**config.mk**
```make
export PLATFORM = sky130hd
export DESIGN_NAME = enc_output_ctrl
export DESIGN_NICKNAME = d
export VERILOG_FILES = /design/src/rtl/enc_dec_pkg.sv /design/src/rtl/hamming_encode_32.sv /design/src/rtl/enc_output_ctrl.sv
export SDC_FILE = /design/constraint.sdc
export NUM_CORES = 1
export LEC_CHECK = 0
export CAP_MARGIN = 40
export CORE_MARGIN = 2
export CORE_UTILIZATION = 40
export DETAILED_ROUTE_END_ITERATION = 7
export GPL_ROUTABILITY_DRIVEN = 1
export PLACE_DENSITY = 0.66
export SETUP_SLACK_MARGIN = 0.15
export SYNTH_ARGS = -nofsm -noshare
export SYNTH_HDL_FRONTEND = slang
export SYNTH_HIERARCHICAL = 1
export SYNTH_SLANG_ARGS = --single-unit
```
**constraint.sdc**
```tcl
create_clock -name clk -period 8.4 [get_ports clk]
set_clock_uncertainty 0.05 [all_clocks]
set_input_delay 1.26 -clock clk [delete_from_list [all_inputs] [get_ports clk]]
set_output_delay 1.26 -clock clk [all_outputs]
set_load 0.02 [all_outputs]
```
**src/rtl/enc_dec_pkg.sv**
```systemverilog
// ============================================================================
// Module : enc_dec_pkg
// Brief  : Shared types and helpers for the 32-bit extended-Hamming (SECDED) codec.
// Rev    : 1.0  initial release
// ============================================================================
`default_nettype none

package enc_dec_pkg;

   localparam int PARITY_BITS = 5;
   localparam int CODE_WIDTH  = 2 ** PARITY_BITS;
   localparam int DATA_WIDTH  = CODE_WIDTH - PARITY_BITS - 1;

   typedef logic [CODE_WIDTH-1:0]  codeword_t;
   typedef logic [DATA_WIDTH-1:0]  data_t;
   typedef logic [PARITY_BITS-1:0] col_t;

   // Position 0 (overall parity) and powers of two carry no payload.
   function automatic logic is_parity_pos(input col_t c);
      return ((c & (c - 1'b1)) == '0);
   endfunction

endpackage

`default_nettype wire

```
**src/rtl/hamming_encode_32.sv**
```systemverilog
// ============================================================================
// Module : hamming_encode_32
// Brief  : Pure combinational SECDED encoder, payload -> 32-bit codeword.
// Rev    : 1.0  initial release
// ============================================================================
`default_nettype none

module hamming_encode_32
   import enc_dec_pkg::*;
(
   input  logic [DATA_WIDTH-1:0] data_i,
   output logic [CODE_WIDTH-1:0] code_o
);

   always_comb begin : p_encode
      codeword_t cw;
      int        di;
      logic      p;
      cw = '0;
      di = 0;
      p  = 1'b0;
      for (int k = 1; k < CODE_WIDTH; k++) begin
         if (!is_parity_pos(col_t'(k))) begin
            cw[k] = data_i[di];
            di    = di + 1;
         end
      end
      // Parity slots are still zero here, so each covers only payload bits.
      for (int i = 0; i < PARITY_BITS; i++) begin
         p = 1'b0;
         for (int k = 1; k < CODE_WIDTH; k++) begin
            if (((k >> i) & 1) == 1) begin
               p = p ^ cw[k];
            end
         end
         cw[1 << i] = p;
      end
      cw[0]  = ^cw[CODE_WIDTH-1:1];
      code_o = cw;
   end

endmodule

`default_nettype wire

```
**src/rtl/enc_output_ctrl.sv**
```systemverilog
// ============================================================================
// Module : enc_output_ctrl
// Brief  : Two-stage valid/ready SECDED encoder with 1/2-bit error injection and counters.
// Rev    : 1.0  initial release
// ============================================================================
`default_nettype none

module enc_output_ctrl
   import enc_dec_pkg::*;
#(
   parameter int CNT_WIDTH = 16
) (
   input  logic                   clk,
   input  logic                   rst,
   input  logic [DATA_WIDTH-1:0]  data_in,
   input  logic                   in_valid,
   output logic                   in_ready,
   input  logic                   inject_en,
   input  logic                   inject_double,
   input  logic [PARITY_BITS-1:0] inject_col1,
   input  logic [PARITY_BITS-1:0] inject_col2,
   output logic [CODE_WIDTH-1:0]  codeword,
   output logic                   out_valid,
   input  logic                   out_ready,
   output logic [CNT_WIDTH-1:0]   cnt_words,
   output logic [CNT_WIDTH-1:0]   cnt_injected
);

   logic            s1_valid_q;
   data_t           s1_data_q;
   logic            s1_inj_q;
   logic            s1_dbl_q;
   col_t            s1_col1_q;
   col_t            s1_col2_q;

   logic            out_valid_q;
   codeword_t       codeword_q;
   codeword_t       codeword_d;
   logic            s2_inj_q;
   logic [CNT_WIDTH-1:0] cnt_words_q;
   logic [CNT_WIDTH-1:0] cnt_words_d;
   logic [CNT_WIDTH-1:0] cnt_inj_q;
   logic [CNT_WIDTH-1:0] cnt_inj_d;

   codeword_t       w_enc;
   codeword_t       w_mask;
   logic            w_move;
   logic            w_in_xfer;
   logic            w_out_xfer;

   hamming_encode_32 u_encode (
      .data_i (s1_data_q),
      .code_o (w_enc)
   );

   assign w_move     = s1_valid_q & (~out_valid_q | out_ready);
   assign in_ready   = ~s1_valid_q | ~out_valid_q | out_ready;
   assign w_in_xfer  = in_valid & in_ready;
   assign w_out_xfer = out_valid_q & out_ready;

   // ORing the two one-hot flips makes col1==col2 a single flip, never a cancellation.
   always_comb begin
      w_mask = '0;
      if (s1_inj_q) begin
         w_mask[s1_col1_q] = 1'b1;
         if (s1_dbl_q) begin
            w_mask[s1_col2_q] = 1'b1;
         end
      end
   end

   always_comb begin
      codeword_d  = w_enc ^ w_mask;
      cnt_words_d = cnt_words_q;
      cnt_inj_d   = cnt_inj_q;
      if (w_out_xfer && (cnt_words_q != '1)) begin
         cnt_words_d = cnt_words_q + 1'b1;
      end
      if (w_out_xfer && s2_inj_q && (cnt_inj_q != '1)) begin
         cnt_inj_d = cnt_inj_q + 1'b1;
      end
   end

   always_ff @(posedge clk or posedge rst) begin
      if (rst) begin
         s1_valid_q  <= 1'b0;
         s1_data_q   <= '0;
         s1_inj_q    <= 1'b0;
         s1_dbl_q    <= 1'b0;
         s1_col1_q   <= '0;
         s1_col2_q   <= '0;
         out_valid_q <= 1'b0;
         codeword_q  <= '0;
         s2_inj_q    <= 1'b0;
         cnt_words_q <= '0;
         cnt_inj_q   <= '0;
      end else begin
         if (w_in_xfer) begin
            s1_valid_q <= 1'b1;
            s1_data_q  <= data_in;
            s1_inj_q   <= inject_en;
            s1_dbl_q   <= inject_en & inject_double;
            // Columns are only meaningful with inject_en; keep X out of the register.
            s1_col1_q  <= inject_en ? inject_col1 : '0;
            s1_col2_q  <= inject_en ? inject_col2 : '0;
         end else if (w_move) begin
            s1_valid_q <= 1'b0;
         end

         if (w_move) begin
            out_valid_q <= 1'b1;
            codeword_q  <= codeword_d;
            s2_inj_q    <= s1_inj_q;
         end else if (w_out_xfer) begin
            out_valid_q <= 1'b0;
         end

         cnt_words_q <= cnt_words_d;
         cnt_inj_q   <= cnt_inj_d;
      end
   end

   assign codeword     = codeword_q;
   assign out_valid    = out_valid_q;
   assign cnt_words    = cnt_words_q;
   assign cnt_injected = cnt_inj_q;

endmodule

`default_nettype wire
```
Yosys cells after proc, flatten, opt, wreduce, memory -nomap -nowiden:

Index checks and enable logic that the tools add are counted.

* add/sub/neg operators: 2
* bitwise gates (word level): 81
* eq/ne operators: 2
* mux-type cells: 12
* reductions and logical operators: 8
* order comparisons: 4

Operators with widths (number)
* bitwise XOR 1 bit: 70
* 2-to-1 mux 32 bit: 2
* adder 16 x 1 -> 16 bit (second input constant): 2
* inequality test 16 bit (second input constant): 2
* bitwise OR 32 bit: 1
* bitwise XOR 32 bit: 1
* parity 31 bit: 1
* less-than comparator 5 x 6 -> 1 bit (second input constant): 2
* demux 1 bit (select 5 bit): 2
* greater-or-equal comparator 5 x 1 -> 1 bit (second input constant): 2
* 2-to-1 mux 5 bit: 2
* 2-to-1 mux 1 bit: 6
* logical AND 1 bit: 5
* bitwise AND 1 bit: 4
* nonzero test 2 bit: 2
* bitwise OR 1 bit: 3
* NOT 1 bit: 2

* output and inout port bits: 66
* register bits: 105
* input port bits: 42

Depth between registers and ports, before layout:

Gate-level depths: netlist of run 1.

* depth after elaboration: 16
* gate-level depth with buffers: 7
* mapped depth without buffers: 7

Hierarchy:

The synthesis of run 1 kept the hierarchy.

Modules (own cells, without submodules)
* enc_output_ctrl: instances 1, cells each 457, area an instance 5017.3 sq um
* hamming_encode_32: instances 1, cells each 73, area an instance 720.7 sq um

Least setup slack after synthesis of run 1:

Ideal clock, no wire load.

* path type: input-to-output
* from: in out_ready
* to: out in_ready
* setup slack: 5.547 ns
* data required time: 7.090 ns
* path buffers: 0
* cell stages on the path: 1
* arrival: 1.543 ns
* cells stage by stage: nand3b_1

* cells in the longest elaborated chain, start to end: 1

Ends and longest elaborated chain
* start, declared: RTL line enc_output_ctrl.sv:24 `input logic out_ready,`
* bitwise OR 1 bit: RTL line enc_output_ctrl.sv:57 `assign in_ready = ~s1_valid_q | ~out_valid_q | out_ready;`
* end, declared: RTL line enc_output_ctrl.sv:17 `output logic in_ready,`

Every way passes these cells.

Worst setup path in the final report of run 1:

Ends and elaborated chain as after synthesis.

==> run metrics, run 1 <==
outcome completed; Crit-path slowest cell clkdlybuf4s50_1; top post-synthesis cells by area dfrtp_1, xnor2_1, mux2_2; gr ovfl total 0; final wirelength 12800 um; clock latency on the worst-skew pair 0.35 ns; # Post-CTS Setup Buffers 0; Final min period 3.98 ns; Max Freq 0.251 GHz; Design Area, Final 0.00711 mm^2; Core Box Area 0.0139 mm^2; crit-path max cell delay 0.62 ns; final worst slack 4.42 ns; total negative setup slack 0 ns; routed via count 4129; async set or reset register ratio after synthesis 100%; Synth Register Bits 105; Critical Path End Type output port; post-synthesis cell type count 48; vias in the first global route 4100; post-cts sizing count 0; CTS HTree Levels 3; num rows 43; largest net degree at the start of global routing 55; CTS root buf clkbuf_16; CP dominant cell by count clkdlybuf4s50_1; first-pass GRT wire length 20700 um; Final Hold Fails 0; max-capacitance violation count 0; RSZ-0062 raised after global routing false; I/O pin count 108; Vias/cell 5.21; synthesized area per cell 10.8 um^2; share of post-route cells with drive strength above 1 12.1%; number of flops mapped to enable cells by yosys 0; Yosys top cell area share 45.8%; antenna violations before repair 0; slew margin rel. 54.9%; Wirelength per Cell 16.2 um; Max VDD drop 218 uV; min-delay worst type reg -> reg; final cell count without fillers 793; Leakage Power 2.86 nW; Yosys warnings 6; area delta synth->final 23.9%; syn_nets 574; Starting Density 41.2%; dpl cell area 0.00681 mm^2; DRC Markers 0; Worst Max-Slew Pin Slew 0.677 ns; Top FF cell, synth dfrtp_1; maximum fanout along the worst path 8; clock buffer depth 2; CP Launch Type input port; gr usage total 17.7%; # clock sinks 105; Antenna Cells 0; Final Wtd Congestion 0.882; die area 0.0153 mm^2; Worst Path Required 7.09 ns; placed cell count 777; Post-CTS Hold Buffers 0; number of port buffers 107; Synth area leader dfrtp_1; hold slack final 0.433 ns; post-DP HPWL 9910 um; die height 124 um; setup violators final 0; die width 124 um; fin crit share 47.4%; Gate Count Post-Synth 530; worst slack at placement 4.43 ns; CTS tree done; Design Power 2.07 mW; Netlist Area Pre-Place 0.00574 mm^2; Final nets 652; CP cell instances clkdlybuf4s50_1 > nand3b_1 > clkdlybuf4s50_1; DRT Pass-1 Iters 4; initial drt markers 354; final core utilization 51.0%; Slew Viols, Final 0; sequential-to-total area share from yosys stat 45.8%; CTS Buf Count 9; CTS clk-pin slew, worst paths 0.07 ns; post-route ant nets 0; power per standard cell area 291 mW/mm^2; critical path type in -> out; critical path arrival 2.67 ns; # fillers 1290
[state kept, by name, summed over array words and instances (netlist names)]
| register | cells |
|---|---|
| codeword | 32 |
| s1_data_q | 26 |
| cnt_injected | 16 |
| cnt_words | 16 |
| s1_col1_q | 5 |
| s1_col2_q | 5 |
| out_valid | 1 |
| s1_dbl_q | 1 |
| s1_inj_q | 1 |
| s1_valid_q | 1 |
| s2_inj_q | 1 |
[layout make-up]
| type | instances | area, um^2 | area share, % |
|---|---|---|---|
| clock buffer | 11 | 243 | 3.41 |
| timing repair buffer | 110 | 1110 | 15.7 |
| multi-input combinational | 378 | 2830 | 39.8 |
| clock inverter | 5 | 53.8 | 0.757 |
| tap | 180 | 225 | 3.17 |
| sequential | 105 | 2630 | 37.0 |
| inverter | 4 | 17.5 | 0.246 |
[cell usage in the layout, fill, tap and decap left out, drive strengths merged, types with 2 or more instances in the layout]
cell           Yosys  routed
nor3               7       7
nand2             68      68
and4               3       3
o22ai             32      32
inv                4       5
o21ai             45      45
xnor2             73      73
nor2              11      11
and3               3       3
clkdlybuf4s50      0     107
or2                2       2
ha                 2       2
clkbuf            11      11
or4bb              2       2
nand4b             3       3
or3b               5       5
dfrtp            105     105
nand3b            10      10
mux2              34      34
nand4             11      11
nor4b              2       2
xor2              22      22
a211oi             2       2
xnor3              7       7
or3                2       2
clkinv             0       3
buf               32       3
nand3             18      18
nor4               3       3
nand2b             3       3
[power by group]
group	switching (mW)	total [mW]	internal, mW
clock	0.182	0.421	0.239
combinational	0.423	0.922	0.499
sequential	0.120	0.724	0.604
total	0.725	2.07	1.34
[metal layers]
layer | wire length (um) | vias up | global-route usage, %
met5 | 0 | - | 0
met4 | 178 | 0 | 5.33
met3 | 740 | 12 | 3.62
met2 | 6210 | 129 | 30.4
met1 | 5710 | 1995 | 22.6
li1 | - | 1993 | -
[kinds of logic after synthesis]
logic type      Yosys count  share of synthesized area, %
compound gates           83                          8.50
fa+ha+maj                 2                         0.436
simple gates            156                          15.8
buf+inv                  47                          4.95
flops                   105                          45.8
mux                      35                          6.85
xor+xnor                102                          17.7
[final timing paths]
check	end	slack (ns)	cells past startpoint	from
worst min register to register	codeword[21]$_DFFE_PP0P_	0.43	2	codeword[21]$_DFFE_PP0P_
max in group asynchronous	codeword[14]$_DFFE_PP0P_	5.83	3	rst
min in group asynchronous	cnt_words[5]$_DFFE_PP0P_	1.32	2	rst
worst max register to register	codeword[0]$_DFFE_PP0P_	5.92	7	s1_data_q[16]$_DFFE_PP0P_
worst min-delay path	codeword[21]$_DFFE_PP0P_	0.43	2	codeword[21]$_DFFE_PP0P_
worst max-delay path	in_ready	4.42	3	out_ready
[cell usage after synthesis (all sizes together) (4+ instances only)]
cell type and n:
or3b 5, dfrtp 105, nand2 68, nand4 11, xnor3 7, xor2 22
mux2 34, nand3 18, o21ai 45, nand3b 10, buf 32, inv 4
xnor2 73, nor3 7, clkbuf 11, o22ai 32, nor2 11
[worst max-delay path, delay by kind of cell]
kind	cells	cell delay (ns)
simple gates	1	0.18
buf+inv	2	1.23
Power figures use the tool's default switching activity.
==> run 2, diff against run 1 <==
Settings changed: PLACE_DENSITY 0.66 to 0.68.
Clock period 8.4 ns to 3.45 ns, I/O delays scaled along.
==> run metrics, run 2 (same netlist as run 1, synthesis figures left out) <==
num rows 43 (unchanged); CTS root buf clkbuf_16; Worst Max-Slew Pin Slew 0.683 ns (+0.00614 ns); slew margin rel. 54.4% (-0.51 points); RSZ-0062 raised after global routing false; placed cell count 778 (+0.13%); gr usage total 17.9% (+0.16 points); critical path type in -> out; post-cts sizing count 0 (unchanged); initial drt markers 392 (+11%); commonest non-fill, non-tap cell in the layout clkdlybuf4s50_1; Crit Reg-Reg Startpoint s1_data_q[14]$_DFFE_PP0P_; final cell count without fillers 794 (+0.13%); CP top delay family buffers and inverters; critical path arrival 1.93 ns (-0.74 ns); Leakage Power 2.88 nW (+0.67%); number of port buffers 107 (unchanged); clock latency on the worst-skew pair 0.35 ns (about the same); DRC Markers 0 (unchanged); setup violators final 0 (unchanged); worst slack at placement 0.970 ns (-3.46 ns); CP Launch Type input port; power per standard cell area 722 mW/mm^2 (+150%); share of post-route cells with drive strength above 1 12.4% (+0.31 points); Antenna Cells 0 (unchanged); Core Box Area 0.0139 mm^2 (unchanged); Design Power 5.17 mW (+150%); first-pass GRT wire length 21000 um (+1.2%); Starting Density 41.2% (unchanged); # Post-CTS Setup Buffers 0 (unchanged); max-capacitance violation count 0 (unchanged); max reg flops 32 (unchanged); CTS Buf Count 9 (unchanged); DRT Pass-1 Iters 7 (+3); WHS Path Cells 2 (unchanged); worst hold start codeword[9]$_DFFE_PP0P_; Wirelength per Cell 16.1 um (-0.38%); final worst slack 0.951 ns (-3.47 ns); Max VDD drop 553 uV (+150%); # clock sinks 105 (unchanged); Slew Viols, Final 0 (unchanged); Critical Path End Type output port; Design Area, Final 0.00716 mm^2 (+0.69%); Worst R2R End codeword[0]$_DFFE_PP0P_; Final min period 2.50 ns; Worst Path Required 2.88 ns (-4.21 ns); Final nets 653 (+0.15%); crit-path max cell delay 0.62 ns (about the same); Vias/cell 5.27 (+1.2%); I/O pin count 108 (unchanged); vias in the first global route 4192 (+2.2%); total negative setup slack 0 ns (unchanged); die width 124 um (unchanged); R2R cell count 7 (unchanged); routed via count 4183 (+1.3%); post-route ant nets 0 (unchanged); fin crit share 72.4%; Buf+Inv Stages, Crit Path 2 (unchanged); min-delay worst type reg -> reg; Crit-path slowest cell clkdlybuf4s50_1; CTS clk-pin slew, worst paths 0.07 ns (about the same); Final Wtd Congestion 0.854 (-3.3%); maximum fanout along the worst path 8 (unchanged); Final Hold Fails 0 (unchanged); die height 124 um (unchanged); CTS tree done; die area 0.0153 mm^2 (unchanged); Max Freq 0.400 GHz; WHS Endpoint codeword[9]$_DFFE_PP0P_; antenna violations before repair 0 (unchanged); post-DP HPWL 9790 um (-1.2%); gr ovfl total 0 (unchanged); area delta synth->final 24.7%; R2R setup slack 1.03 ns (-4.89 ns); most frequent cells in the layout clkdlybuf4s50_1, dfrtp_1, xnor2_1; final wirelength 12800 um (-0.26%); CP cell instances clkdlybuf4s50_1 > nand3b_1 > clkdlybuf4s50_1; clock buffer depth 2 (unchanged); largest net degree at the start of global routing 50 (-9.1%); dpl cell area 0.00681 mm^2 (about the same); CP dominant cell by count clkdlybuf4s50_1; Post-CTS Hold Buffers 0 (unchanged); CTS HTree Levels 3 (unchanged); outcome completed
==> run 2: per-stage QoR <==
step | hold WS [ns] | utilization, %
4_1_cts | 0.442 | 51.4
5_1_grt | 0.474 | 51.4
3_3_place_gp | 0.414 | 48.9
3_5_place_dp | 0.426 | 48.9
6_report | 0.434 | 51.4
2_1_floorplan | 0.407 | -
==> run 2: power breakdown <==
group,internal (mW),total (mW),switching (mW),leakage (nW)
Clock,0.725,1.18,0.452,0.172
Combinational,1.21,2.21,1.00,1.40
Sequential,1.47,1.77,0.303,1.31
==> run 2: how the worst max path moves through the flow <==
stage	from	endpoint	cells past startpoint	slack, ns
2_1_floorplan	s1_data_q[24]$_DFFE_PP0P_	codeword[0]$_DFFE_PP0P_	7	1.29
3_3_place_gp	out_ready	in_ready	3	0.98
3_5_place_dp	out_ready	in_ready	3	0.97
4_1_cts	out_ready	in_ready	3	0.96
5_1_grt	out_ready	in_ready	3	0.88
6_report	out_ready	in_ready	3	0.95
==> run 2: final cells by class <==
type,count,area (um^2)
Clock buffer,10,239
Clock inverter,6,105
Fill cell,1247,6780
Inverter,4,18.8
Multi-Input combinational cell,378,2830
Sequential cell,105,2630
Tap cell,180,225
Timing Repair Buffer,111,1110
==> run 2: worst min-delay path: cells and delay by family, from the launching register on <==
family / cells / cell delay, ns
DFF: 1 / 0.35
AOI/OAI and AO/OA: 1 / 0.06
and+or+nand+nor: 1 / 0.05
==> run 2: routing by layer <==
metal	wire length, um	part of all wire (%)	track usage (%)	up-vias
li1	-	-	-	1985
met1	5800	45	23.1	2018
met2	6020	47	29.6	150
met3	752	5.9	3.89	30
met4	227	1.8	6.53	0
met5	0	0	0	-
==> run 3, diff against run 2 <==
Clock period 3.45 ns to 2.02 ns, I/O delays scaled along.
==> run metrics, run 3 (same netlist as run 1, synthesis figures left out) <==
crit path from s1_data_q[1]$_DFFE_PP0P_; setup violators final 2 (+2); DRC Markers 0 (unchanged); maximum fanout along the worst path 2 (-6); hold slack final 0.415 ns (-0.0190 ns); R2R cell count 7 (unchanged); critical path type reg -> reg; most frequent cells in the layout dfrtp_1, clkdlybuf4s50_1, nand2_1; multi-input logic area 0.00295 mm^2 (+4.2%); Design Area, Final 0.00770 mm^2 (+7.5%); final worst slack -0.304 ns (-1.25 ns); first-pass GRT wire length 21600 um (+2.9%); Final min period 2.32 ns; num rows 43 (unchanged); critical path arrival 2.50 ns (+0.57 ns); Design Power 9.46 mW (+83%); outcome finished, violations left; clock latency on the worst-skew pair 0.35 ns (about the same); gr usage total 18.5% (+0.60 points); antenna violations before repair 0 (unchanged); die height 124 um (unchanged); Critical Path End Type flop; Post-CTS Hold Buffers 0 (unchanged); Vias/cell 5.17 (-1.8%); dpl cell area 0.00716 mm^2 (+5.1%); min-delay worst type in -> async; post-DP HPWL 10100 um (+3.6%); share of post-route cells with drive strength above 1 22.4% (+10 points); Worst Max-Slew Pin Slew 0.548 ns (-0.135 ns); CTS HTree Levels 3 (unchanged); CTS tree done; max reg flops 32 (unchanged); Final Hold Fails 0 (unchanged); area delta synth->final 34.1%; power per standard cell area 1230 mW/mm^2 (+70%); Final Wtd Congestion 0.831 (-2.6%); max-capacitance violation count 0 (unchanged); vias in the first global route 4341 (+3.6%); I/O pin count 108 (unchanged); Leakage Power 3.28 nW (+14%); clock buffer depth 2 (unchanged); CTS root buf clkbuf_16; Crit Reg-Reg Startpoint s1_data_q[1]$_DFFE_PP0P_; worst slack at placement -0.295 ns (-1.27 ns); routed via count 4365 (+4.4%); final core utilization 55.2% (+3.9 points); initial drt markers 435 (+11%); Worst Path Required 2.20 ns (-0.68 ns); number of port buffers 107 (unchanged); DRT Pass-1 Iters 4 (-3); final wirelength 13500 um (+5.4%); die area 0.0153 mm^2 (unchanged); gr ovfl total 0 (unchanged); Final nets 703 (+7.7%); die width 124 um (unchanged); Antenna Cells 0 (unchanged); fin crit share 115%; failing checks negative setup slack; Core Box Area 0.0139 mm^2 (unchanged); Wirelength per Cell 16.0 um (-0.88%); CTS Buf Count 9 (unchanged); # fillers 1223 (-1.9%); # clock sinks 105 (unchanged); post-route ant nets 0 (unchanged); CP Launch Type flop; Starting Density 41.2% (unchanged); largest net degree at the start of global routing 106 (+110%); Max VDD drop 778 uV (+41%); CTS clk-pin slew, worst paths 0.07 ns (about the same); Slew Viols, Final 0 (unchanged); RSZ-0062 raised after global routing true; slew margin rel. 63.4% (+9.1 points); Seq. cell area 0.00264 mm^2 (+0.38%); Max Freq 0.430 GHz
## run 3: changes by cell type in the layout (fill, tap and decap cells not counted), sizes merged
cell | previous run | this run
dlygate4sd2 | 0 | 2
clkdlybuf4s50 | 107 | 97
clkbuf | 10 | 11
bufinv | 3 | 2
clkinv | 3 | 2
buf | 4 | 54
clkinvlp | 1 | 2
dlymetal6s2s | 0 | 8
## run 3: final timing paths
check	to	slack (ns)
max reg2reg	codeword[0]$_DFFE_PP0P_	-0.30
min	codeword[10]$_DFFE_PP0P_	0.41
max	codeword[0]$_DFFE_PP0P_	-0.30
min reg2reg	codeword[1]$_DFFE_PP0P_	0.43
min in group clk	codeword[1]$_DFFE_PP0P_	0.43
max in group asynchronous	cnt_injected[5]$_DFFE_PP0P_	1.08
## run 3: what timing repair did
item	in CTS	in global routing
setup endpoints to repair	7	37
resized for setup	13	22
setup buffers	3	4
pin swaps	8	7
## run 3: layout make-up
cell class	count	share of cell area (%)
multi-input cells	378	38.3
flip-flops and latches	105	34.3
repair buffers	161	19.9
clock buffers	11	3.28
well taps	180	2.93
clock inverters	5	1.01
inverters	4	0.244
## run 3: per-layer routing
layer  vias to the layer above  wire, um  track usage, %
li1                       2096         -               -
met2                       134      6550            30.7
met4                         0       201            6.18
met3                        20       756            4.21
met1                      2115      5980            23.9
met5                         -         0               0
## run 3: per-stage QoR
stage	TNS, ns	std cells
floorplan	-0.144	530
detailed placement	-0.584	821
global route	-0.783	844
CTS	-0.302	840
finish	-0.527	844
global placement	-0.494	821
## run 3: power breakdown
group / leakage (nW) / switching [mW] / internal [mW] / total [mW]
logic: 1.82 / 1.92 / 2.64 / 4.56
registers: 1.30 / 0.459 / 2.52 / 2.98
clock network: 0.162 / 0.769 / 1.15 / 1.92
total: 3.28 / 3.15 / 6.32 / 9.46
## run 3: worst max-delay path, cell delays in order (launching register included)
cell	delay, ns
dfrtp_1	0.40
xnor2_1	0.22
xnor3_1	0.43
xnor3_2	0.27
xnor3_1	0.35
xnor3_1	0.21
xnor2_1	0.18
o21ai_1	0.08
